### config.mk
export PLATFORM = sky130hd
export DESIGN_NAME = mem_access_ctrl_flat
export DESIGN_NICKNAME = d
export VERILOG_FILES = /design/src/rtl/mem_access_ctrl_pkg.sv /design/src/rtl/mem_access_ctrl_if.sv /design/src/rtl/mem_access_ctrl_byte_lane.sv /design/src/rtl/mem_access_ctrl.sv /design/src/flat_wrapper.sv
export SDC_FILE = /design/constraint.sdc
export NUM_CORES = 1
export LEC_CHECK = 0
export CORE_UTILIZATION = 35
export CTS_CLUSTER_SIZE = 40
export DETAILED_ROUTE_END_ITERATION = 12
export GPL_TIMING_DRIVEN = 1
export PLACE_DENSITY = 0.8
export REMOVE_ABC_BUFFERS = 1
export SKIP_CTS_REPAIR_TIMING = 1
export SYNTH_ARGS = -nofsm -noshare
export SYNTH_HDL_FRONTEND = slang
export SYNTH_SLANG_ARGS = --single-unit
### constraint.sdc
create_clock -name clk -period 2 [get_ports clk]
set_input_delay 0.5 -clock clk [delete_from_list [all_inputs] [get_ports clk]]
set_output_delay 0.5 -clock clk [all_outputs]
set_load 0.005 [all_outputs]
### src/rtl/mem_access_ctrl_pkg.sv
// Shared LC-3b types for the memory access controller.
//   lc3b_word      : 16-bit machine word
//   lc3b_mem_op    : memory operation carried in the EX/MEM register
//   lc3b_mem_state : controller FSM state encoding
// Helper functions classify an op by the kind of first access it issues.
package lc3b_types;

  typedef logic [15:0] lc3b_word;

  typedef enum logic [2:0] {
    MEM_NONE = 3'd0,
    MEM_LDW  = 3'd1,
    MEM_LDB  = 3'd2,
    MEM_STW  = 3'd3,
    MEM_STB  = 3'd4,
    MEM_LDI  = 3'd5,
    MEM_STI  = 3'd6
  } lc3b_mem_op;

  typedef enum logic [1:0] {
    ST_IDLE     = 2'd0,
    ST_INDIRECT = 2'd1,
    ST_DONE     = 2'd2
  } lc3b_mem_state;

  // STI fetches its pointer with a read first, so it counts as a read here.
  function automatic logic first_is_read(input lc3b_mem_op op);
    return (op == MEM_LDW) || (op == MEM_LDB) || (op == MEM_LDI) || (op == MEM_STI);
  endfunction

  function automatic logic first_is_write(input lc3b_mem_op op);
    return (op == MEM_STW) || (op == MEM_STB);
  endfunction

  function automatic logic is_indirect(input lc3b_mem_op op);
    return (op == MEM_LDI) || (op == MEM_STI);
  endfunction

  // Ops whose first (and only) access produces load_data.
  function automatic logic is_direct_load(input lc3b_mem_op op);
    return (op == MEM_LDW) || (op == MEM_LDB);
  endfunction

endpackage

### src/rtl/mem_access_ctrl_if.sv
// Data-memory bus between the access controller (master) and memory (slave).
//   dmem_read/dmem_write : request strobes, held until dmem_resp
//   dmem_address         : word-aligned address
//   dmem_wdata           : store data (byte lanes already steered)
//   dmem_byte_enable     : {high, low} byte write enables
//   dmem_rdata           : read data, valid with dmem_resp
//   dmem_resp            : access complete this cycle
interface mem_access_ctrl_if;
  import lc3b_types::*;

  logic        dmem_read;
  logic        dmem_write;
  lc3b_word    dmem_address;
  lc3b_word    dmem_wdata;
  logic [1:0]  dmem_byte_enable;
  lc3b_word    dmem_rdata;
  logic        dmem_resp;

  modport master (
    output dmem_read, dmem_write, dmem_address, dmem_wdata, dmem_byte_enable,
    input  dmem_rdata, dmem_resp
  );

  modport slave (
    input  dmem_read, dmem_write, dmem_address, dmem_wdata, dmem_byte_enable,
    output dmem_rdata, dmem_resp
  );

endinterface

### src/rtl/mem_access_ctrl_byte_lane.sv
// Combinational byte-lane steering for the memory access controller.
//   mem_op      : current memory op
//   byte_sel    : address bit 0 (1 = high byte)
//   wdata       : store source value
//   rdata       : raw word read from memory
//   lane_wdata  : store data with the byte replicated on both lanes for STB
//   byte_enable : write enables (single lane for STB, both otherwise)
//   lane_rdata  : read word, or the selected byte sign-extended for LDB
module mem_byte_lane
  import lc3b_types::*;
(
  input  lc3b_mem_op  mem_op,
  input  logic        byte_sel,
  input  lc3b_word    wdata,
  input  lc3b_word    rdata,
  output lc3b_word    lane_wdata,
  output logic [1:0]  byte_enable,
  output lc3b_word    lane_rdata
);

  function automatic lc3b_word sext8(input logic signed [7:0] b);
    logic signed [15:0] w;
    w = 16'(b);
    return w;
  endfunction

  always_comb begin
    lane_wdata  = wdata;
    byte_enable = 2'b11;
    lane_rdata  = rdata;
    if (mem_op == MEM_STB) begin
      lane_wdata  = {wdata[7:0], wdata[7:0]};
      byte_enable = byte_sel ? 2'b10 : 2'b01;
    end
    if (mem_op == MEM_LDB) begin
      lane_rdata = sext8(byte_sel ? rdata[15:8] : rdata[7:0]);
    end
  end

endmodule

### src/rtl/mem_access_ctrl.sv
// LC-3b MEM-stage access controller. Issues the data-memory access for the
// op in EX/MEM, performs the second access of LDI/STI through a latched
// pointer, and stalls the pipeline until the access sequence completes.
//   clk, reset     : clock, synchronous active-high reset
//   mem_op         : memory op from EX/MEM
//   address, wdata : effective address and store source value
//   hold           : pipeline frozen by another stall source
//   dmem           : data-memory bus (master side)
//   load_data      : registered load result for MEM/WB
//   done           : access finished, load_data valid
//   stall_pipeline : freeze all pipeline registers
module mem_access_ctrl
  import lc3b_types::*;
(
  input  logic               clk,
  input  logic               reset,
  input  lc3b_mem_op         mem_op,
  input  lc3b_word           address,
  input  lc3b_word           wdata,
  input  logic               hold,
  mem_access_ctrl_if.master  dmem,
  output lc3b_word           load_data,
  output logic               done,
  output logic               stall_pipeline
);

  lc3b_mem_state state;
  // Pointer is always used word-aligned, so bit 0 is never kept.
  logic [14:0]   pointer_hi;

  lc3b_word      lane_wdata;
  logic [1:0]    lane_be;
  lc3b_word      lane_rdata;

  mem_byte_lane u_byte_lane (
    .mem_op      (mem_op),
    .byte_sel    (address[0]),
    .wdata       (wdata),
    .rdata       (dmem.dmem_rdata),
    .lane_wdata  (lane_wdata),
    .byte_enable (lane_be),
    .lane_rdata  (lane_rdata)
  );

  // Request outputs are a pure function of state and the (frozen) EX/MEM
  // inputs, so they stay stable until dmem_resp without extra registers.
  always_comb begin
    dmem.dmem_read        = 1'b0;
    dmem.dmem_write       = 1'b0;
    dmem.dmem_address     = {address[15:1], 1'b0};
    dmem.dmem_wdata       = lane_wdata;
    dmem.dmem_byte_enable = lane_be;
    case (state)
      ST_IDLE: begin
        if (mem_op != MEM_NONE) begin
          dmem.dmem_read  = first_is_read(mem_op);
          dmem.dmem_write = first_is_write(mem_op);
        end
      end
      ST_INDIRECT: begin
        dmem.dmem_address     = {pointer_hi, 1'b0};
        dmem.dmem_wdata       = wdata;
        dmem.dmem_byte_enable = 2'b11;
        dmem.dmem_read        = (mem_op == MEM_LDI);
        dmem.dmem_write       = (mem_op == MEM_STI);
      end
      default: ;
    endcase
  end

  assign done           = (state == ST_DONE);
  // Deliberately ignores hold: in DONE the access is finished and the
  // stall is released even while another source keeps the pipeline frozen.
  assign stall_pipeline = (mem_op != MEM_NONE) && (state != ST_DONE);

  always_ff @(posedge clk) begin
    if (reset) begin
      state      <= ST_IDLE;
      pointer_hi <= '0;
      load_data  <= '0;
    end else begin
      case (state)
        ST_IDLE: begin
          if ((mem_op != MEM_NONE) && dmem.dmem_resp) begin
            if (is_indirect(mem_op)) begin
              pointer_hi <= dmem.dmem_rdata[15:1];
              state      <= ST_INDIRECT;
            end else begin
              if (is_direct_load(mem_op)) begin
                load_data <= lane_rdata;
              end
              state <= ST_DONE;
            end
          end
        end
        ST_INDIRECT: begin
          if (dmem.dmem_resp) begin
            if (mem_op == MEM_LDI) begin
              load_data <= dmem.dmem_rdata;
            end
            state <= ST_DONE;
          end
        end
        ST_DONE: begin
          if (!hold) begin
            state <= ST_IDLE;
          end
        end
        default: state <= ST_IDLE;
      endcase
    end
  end

endmodule

### src/flat_wrapper.sv
// flat-port wrapper written by rule: the top's interface ports become plain ports
module mem_access_ctrl_flat import lc3b_types::*;
  (clk, reset, mem_op, address, wdata, hold, load_data, done, stall_pipeline, dmem_dmem_read, dmem_dmem_write, dmem_dmem_address, dmem_dmem_wdata, dmem_dmem_byte_enable, dmem_dmem_rdata, dmem_dmem_resp);
  mem_access_ctrl_if dmem_i ();
  input  logic clk;
  input  logic reset;
  input  lc3b_mem_op mem_op;
  input  lc3b_word address;
  input  lc3b_word wdata;
  input  logic hold;
  output lc3b_word load_data;
  output logic done;
  output logic stall_pipeline;
  output wire logic [$bits(dmem_i.dmem_read)-1:0] dmem_dmem_read;
  output wire logic [$bits(dmem_i.dmem_write)-1:0] dmem_dmem_write;
  output wire logic [$bits(dmem_i.dmem_address)-1:0] dmem_dmem_address;
  output wire logic [$bits(dmem_i.dmem_wdata)-1:0] dmem_dmem_wdata;
  output wire logic [$bits(dmem_i.dmem_byte_enable)-1:0] dmem_dmem_byte_enable;
  input wire logic [$bits(dmem_i.dmem_rdata)-1:0] dmem_dmem_rdata;
  input wire logic [$bits(dmem_i.dmem_resp)-1:0] dmem_dmem_resp;
  assign dmem_dmem_read = dmem_i.dmem_read;
  assign dmem_dmem_write = dmem_i.dmem_write;
  assign dmem_dmem_address = dmem_i.dmem_address;
  assign dmem_dmem_wdata = dmem_i.dmem_wdata;
  assign dmem_dmem_byte_enable = dmem_i.dmem_byte_enable;
  assign dmem_i.dmem_rdata = dmem_dmem_rdata;
  assign dmem_i.dmem_resp = dmem_dmem_resp;
  mem_access_ctrl u_core (.clk(clk), .reset(reset), .mem_op(mem_op), .address(address), .wdata(wdata), .hold(hold), .dmem(dmem_i), .load_data(load_data), .done(done), .stall_pipeline(stall_pipeline));
endmodule
Yosys cells after proc, flatten, opt, wreduce, memory -nomap -nowiden
Cells that the tools add are included.
- flip-flop bits (word level): 33
- eq/ne operators: 15
- muxes and demuxes: 23
- reductions and logical operators: 13
- operator list (cell ; count):
    2-to-1 mux 16 bit ; 9
    one-hot mux 16 bit (2 select lines) ; 1
    2-to-1 mux 2 bit ; 7
    == test 3 bit (second input constant) ; 3
    2-to-1 mux 8 bit ; 1
    != test 2 bit (second input constant) ; 4
    == test 3 x 2 -> 1 bit (second input constant) ; 2
    != test 2 x 1 -> 1 bit (second input constant) ; 3
    one-hot mux 2 bit (3 select lines) ; 1
    AND reduction 3 bit ; 2
    AND reduction 6 bit ; 1
    logical OR 1 bit ; 5
    one-hot mux 1 bit (2 select lines) ; 2
    == test 3 x 1 -> 1 bit (second input constant) ; 1
    nonzero test 3 bit ; 1
    == test 2 x 1 -> 1 bit (second input constant) ; 1
    == test 2 bit (second input constant) ; 1
    logical AND 1 bit ; 2
    logical NOT 2 bit ; 1
    2-to-1 mux 1 bit ; 2
    nonzero test 2 bit ; 1

Depth between registers and ports, before layout
Gate-level depths: netlist of run 1.
- word-level depth: 6
- mapped depth: 7
- mapped depth without buffers: 4

Modules after synthesis
A second synthesis of run 1 with hierarchy kept.
- cells, all modules: 281
- area, all modules: 2461.1 um^2
- by module, submodules not included (module ; times used ; cells an instance ; area each (um^2)):
    mem_access_ctrl ; 1 ; 231 ; 2010.7
    mem_byte_lane ; 1 ; 50 ; 450.4

Worst setup path before layout of run 1
OpenSTA, ideal clock, no wires.
- kind: in2out
- start: in mem_op[1]
- end: out dmem_dmem_byte_enable[1]
- data arrival time: 1425 ps
- data required time: 1500 ps
- path slack: 75 ps
- stages on the path: 5
- path buffers: 1
- path through: buf_2 -> nand2b_1 -> nor2_1 -> nand2_1 -> or2_2
- longest elaborated chain between the ends: 3
- ends and longest elaborated chain (what ; RTL line ; RTL):
    start, declared ; flat_wrapper.sv:7 ; input lc3b_mem_op mem_op;
    == test 3 bit ; mem_access_ctrl_byte_lane.sv:31 ; if (mem_op == MEM_STB) begin
    2-to-1 mux 2 bit ; mem_access_ctrl_byte_lane.sv:31 ;
    2-to-1 mux 2 bit ; mem_access_ctrl.sv:53 ; case (state)
    end, declared ; flat_wrapper.sv:18 ; output wire logic [$bits(dmem_i.dmem_byte_enable)-1:0] dmem_dmem_byte_enable;
No other way between the ends.

Final worst setup path of run 1
- start: in mem_op[1]
- end: out dmem_dmem_wdata[10]
- longest elaborated chain between the ends: 3
- ends and longest elaborated chain (what ; RTL line ; RTL):
    == test 3 bit ; mem_access_ctrl_byte_lane.sv:31 ;
    2-to-1 mux 16 bit ; mem_access_ctrl_byte_lane.sv:31 ;
    2-to-1 mux 16 bit ; mem_access_ctrl.sv:53 ;
    end, declared ; flat_wrapper.sv:17 ; output wire logic [$bits(dmem_i.dmem_wdata)-1:0] dmem_dmem_wdata;
No other way between the ends.

==> results of run 1 <==
[power by group]
group          switching [W]  internal (W)  total, W  leakage (nW)
registers          0.0000172      0.000690  0.000707         0.269
clock network       0.000253      0.000405  0.000658        0.0574
logic               0.000182      0.000329  0.000512          1.20
total               0.000452       0.00142   0.00188          1.53
[synth_stat cells (all sizes together) (2+ instances only)]
cell type | count | area share (%)
buf | 18 | 7.5
nand2b | 13 | 4.4
mux2i | 23 | 12
a211oi | 7 | 2.9
clkbuf | 5 | 1.0
dfxtp | 33 | 36
o22ai | 9 | 3.1
inv | 2 | 0.41
nor3 | 2 | 0.54
o21ai | 9 | 2.4
nor2 | 29 | 5.9
nand3b | 4 | 1.6
a21oi | 2 | 0.54
nand3 | 2 | 0.54
mux2 | 23 | 14
[cells by family after synthesis]
family	after synthesis	synth area share, %
AOI/OAI and AO/OA	30	10.5
buffers and inverters	25	8.96
muxes	46	26.5
DFF	33	35.8
xor gates and xnor gates	2	0.951
and+or+nand+nor	59	17.0
other	1	0.203
[final cells by class]
cell class,instances,area [µm²]
clock buffers,6,82.6
clock inverters,2,37.5
fillers,424,1670
inverters,2,7.51
multi-input cells,139,1080
flip-flops and latches,33,663
well taps,70,87.6
repair buffers,147,1450
[per-stage QoR]
step                      std cells  setup TNS, ps  util (%)  cell area [µm²]
after floorplan                 173          -2870         -             1690
after global placement          377         -16920      60.9             3090
after detailed placement        377         -18710      60.9             3090
after CTS                       385         -13620      63.3             3210
after global routing            399           -901      67.2             3410
final                           399           -593      67.2             3410
[state kept, by name, indices dropped and copies added (netlist names)]
| signal | flops |
|---|---|
| u_core.pointer_hi | 15 |
| u_core.load_data | 16 |
| u_core.state | 2 |
[routing by layer]
metal / wire [µm] / track usage, % / part of all wire (%)
met1: 2400 / 23.2 / 41
met2: 2980 / 34.0 / 51
met3: 280 / 5.56 / 4.8
met4: 136 / 6.92 / 2.3
met5: 0 / 0 / 0
[worst min-delay path by stage]
stage,endpoint,startpoint
floorplan,u_core.pointer_hi[0],u_core.pointer_hi[0]
global placement,u_core.load_data[10],u_core.load_data[10]
detailed placement,u_core.load_data[12],u_core.load_data[12]
CTS,u_core.load_data[8],u_core.load_data[8]
global route,u_core.load_data[11],u_core.load_data[11]
finish,u_core.load_data[8],u_core.load_data[8]
[tightest hold or removal path, cell delays in order (launching register included)]
cell      delay, ps
dfxtp_1         310
nand2b_1         60
o22ai_1          70
==> qor.txt, run 1 <==
Min Hold Slack = 490 ps
CP Class = in2out
Crit-path cells = dlymetal6s2s_1 -> nand2b_4 -> nor2_4 -> buf_6 -> nand2_4 -> buf_4 -> mux2_2 -> clkbuf_2
Die Wd = 74.6 µm
Initial core utilization = 36.3%
Reg2Reg Setup Slack = 330 ps
RSZ-0062 raised after global routing = true
Leakage Power = 1.53 nW
Setup violators final = 5
Flops & latches, synth = 33
Syn Inst Count = 196
Initial DRC count = 79
Hold Path Depth = 2
Final Hold Viols = 0
Reg2reg start = u_core.state[1]
Asr flop ratio synth = 0%
DR vias = 1,904
First-pass GRT wire length = 8150 µm
Remaining global-route overflow = 0
Failing checks = negative setup slack
Largest net degree at the start of global routing = 18
Post-DP HPWL = 4040 µm
Crit path buffers/inverters = 4
Vias in the first global route = 1,726
Crit path capture = dmem_dmem_wdata[10]
WL per Instance = 14.5 µm
CTS Buffer Depth = 2
Status = finished, violations left
Layout Nets = 383
Core Region = 5070 µm²
Ys flop type = dfxtp_1
VDD IR max = 0.430 mV
CTS tree = done
Final WS setup = -179 ps
Sequential area share after synthesis = 35.8%
Die Ht = 74.6 µm
CP endpoint kind = output port
Worst hold path type = reg2reg
DP Worst Slack = -776 ps
PortBufs = 107
Final max-slew violation count = 0
Rows = 26
WP data required = 1500 ps
Pwr dens = 550 nW/µm²
Ports = 109
Overall Power = 0.00188 W
Fraction of final layout cells sized beyond drive strength 1 = 29.2%
Worst Path Max Fanout = 5
Clk pin slew, worst setup/hold paths = 60 ps
Residual DRC count = 0
Crit Reg-Reg Endpoint = u_core.load_data[5]
# Max-Cap Violations = 0
Total die area = 5560 µm²
CP startpoint kind = input pin
Final GP Congestion = 0.691
Yosys Warn Count = 0
Fmax = 459 MHz
Total Wirelength = 5800 µm
H-tree Lvls = 2
Synth Area per Inst = 9.40 µm²
Worst setup path start = mem_op[1]
DR vias/cell = 4.77
Path depth of the worst reg2reg path = 8
Slowest CP cell = mux2_2
CTS buffer count = 5
Post-synthesis cell type count = 33
Kind of cell adding the most delay to the critical path = buffers and inverters
CTS root buf = clkbuf_8
Most common cell after layout, fill and taps aside = clkdlybuf4s50_1
Clock Latency Late Sink = 290 ps
Final min period = 2180 ps
Ant. Diodes = 0
Setup Skew = 7.48 ps
Delay of the slowest critical-path stage = 260 ps
Antenna viol nets, final = 0
Initial antenna violation count = 0
P&R area growth vs syn = 85.0%
CTS Sinks = 33
Critical path depth in cells = 8
Final worst path period share = 109%
Number of synthesized flops with an enable pin = 0
Worst Path Arrival = 1680 ps
Pre-Repair DR Iteration Count = 4
GRT Util Overall = 19.6%
Synthesized cell area = 1840 µm²
Most frequent cells in the layout = 68 x clkdlybuf4s50_1, 31 x buf_4, 31 x dfxtp_1
Power figures use the tool's default switching activity.
==> inputs of run 2 (changes only) <==
--- a/config.mk
+++ b/config.mk
@@ -12,6 +12,7 @@
 export PLACE_DENSITY = 0.8
 export REMOVE_ABC_BUFFERS = 1
 export SKIP_CTS_REPAIR_TIMING = 1
+export SLEW_MARGIN = 25
 export SYNTH_ARGS = -nofsm -noshare
 export SYNTH_HDL_FRONTEND = slang
 export SYNTH_SLANG_ARGS = --single-unit
==> results of run 2 <==
Same layout as run 1: the final DEF is identical, and so are final timing and power.
==> inputs of run 3 (changes only) <==
--- a/config.mk
+++ b/config.mk
@@ -5,6 +5,7 @@
 export SDC_FILE = /design/constraint.sdc
 export NUM_CORES = 1
 export LEC_CHECK = 0
+export CORE_MARGIN = 1
 export CORE_UTILIZATION = 35
 export CTS_CLUSTER_SIZE = 40
 export DETAILED_ROUTE_END_ITERATION = 12
@@ -12,7 +13,7 @@
 export PLACE_DENSITY = 0.8
 export REMOVE_ABC_BUFFERS = 1
 export SKIP_CTS_REPAIR_TIMING = 1
-export SLEW_MARGIN = 25
+export SLEW_MARGIN = 10
 export SYNTH_ARGS = -nofsm -noshare
 export SYNTH_HDL_FRONTEND = slang
 export SYNTH_SLANG_ARGS = --single-unit
==> results of run 3 <==
Same layout as run 1: the final DEF is identical, and so are final timing and power.
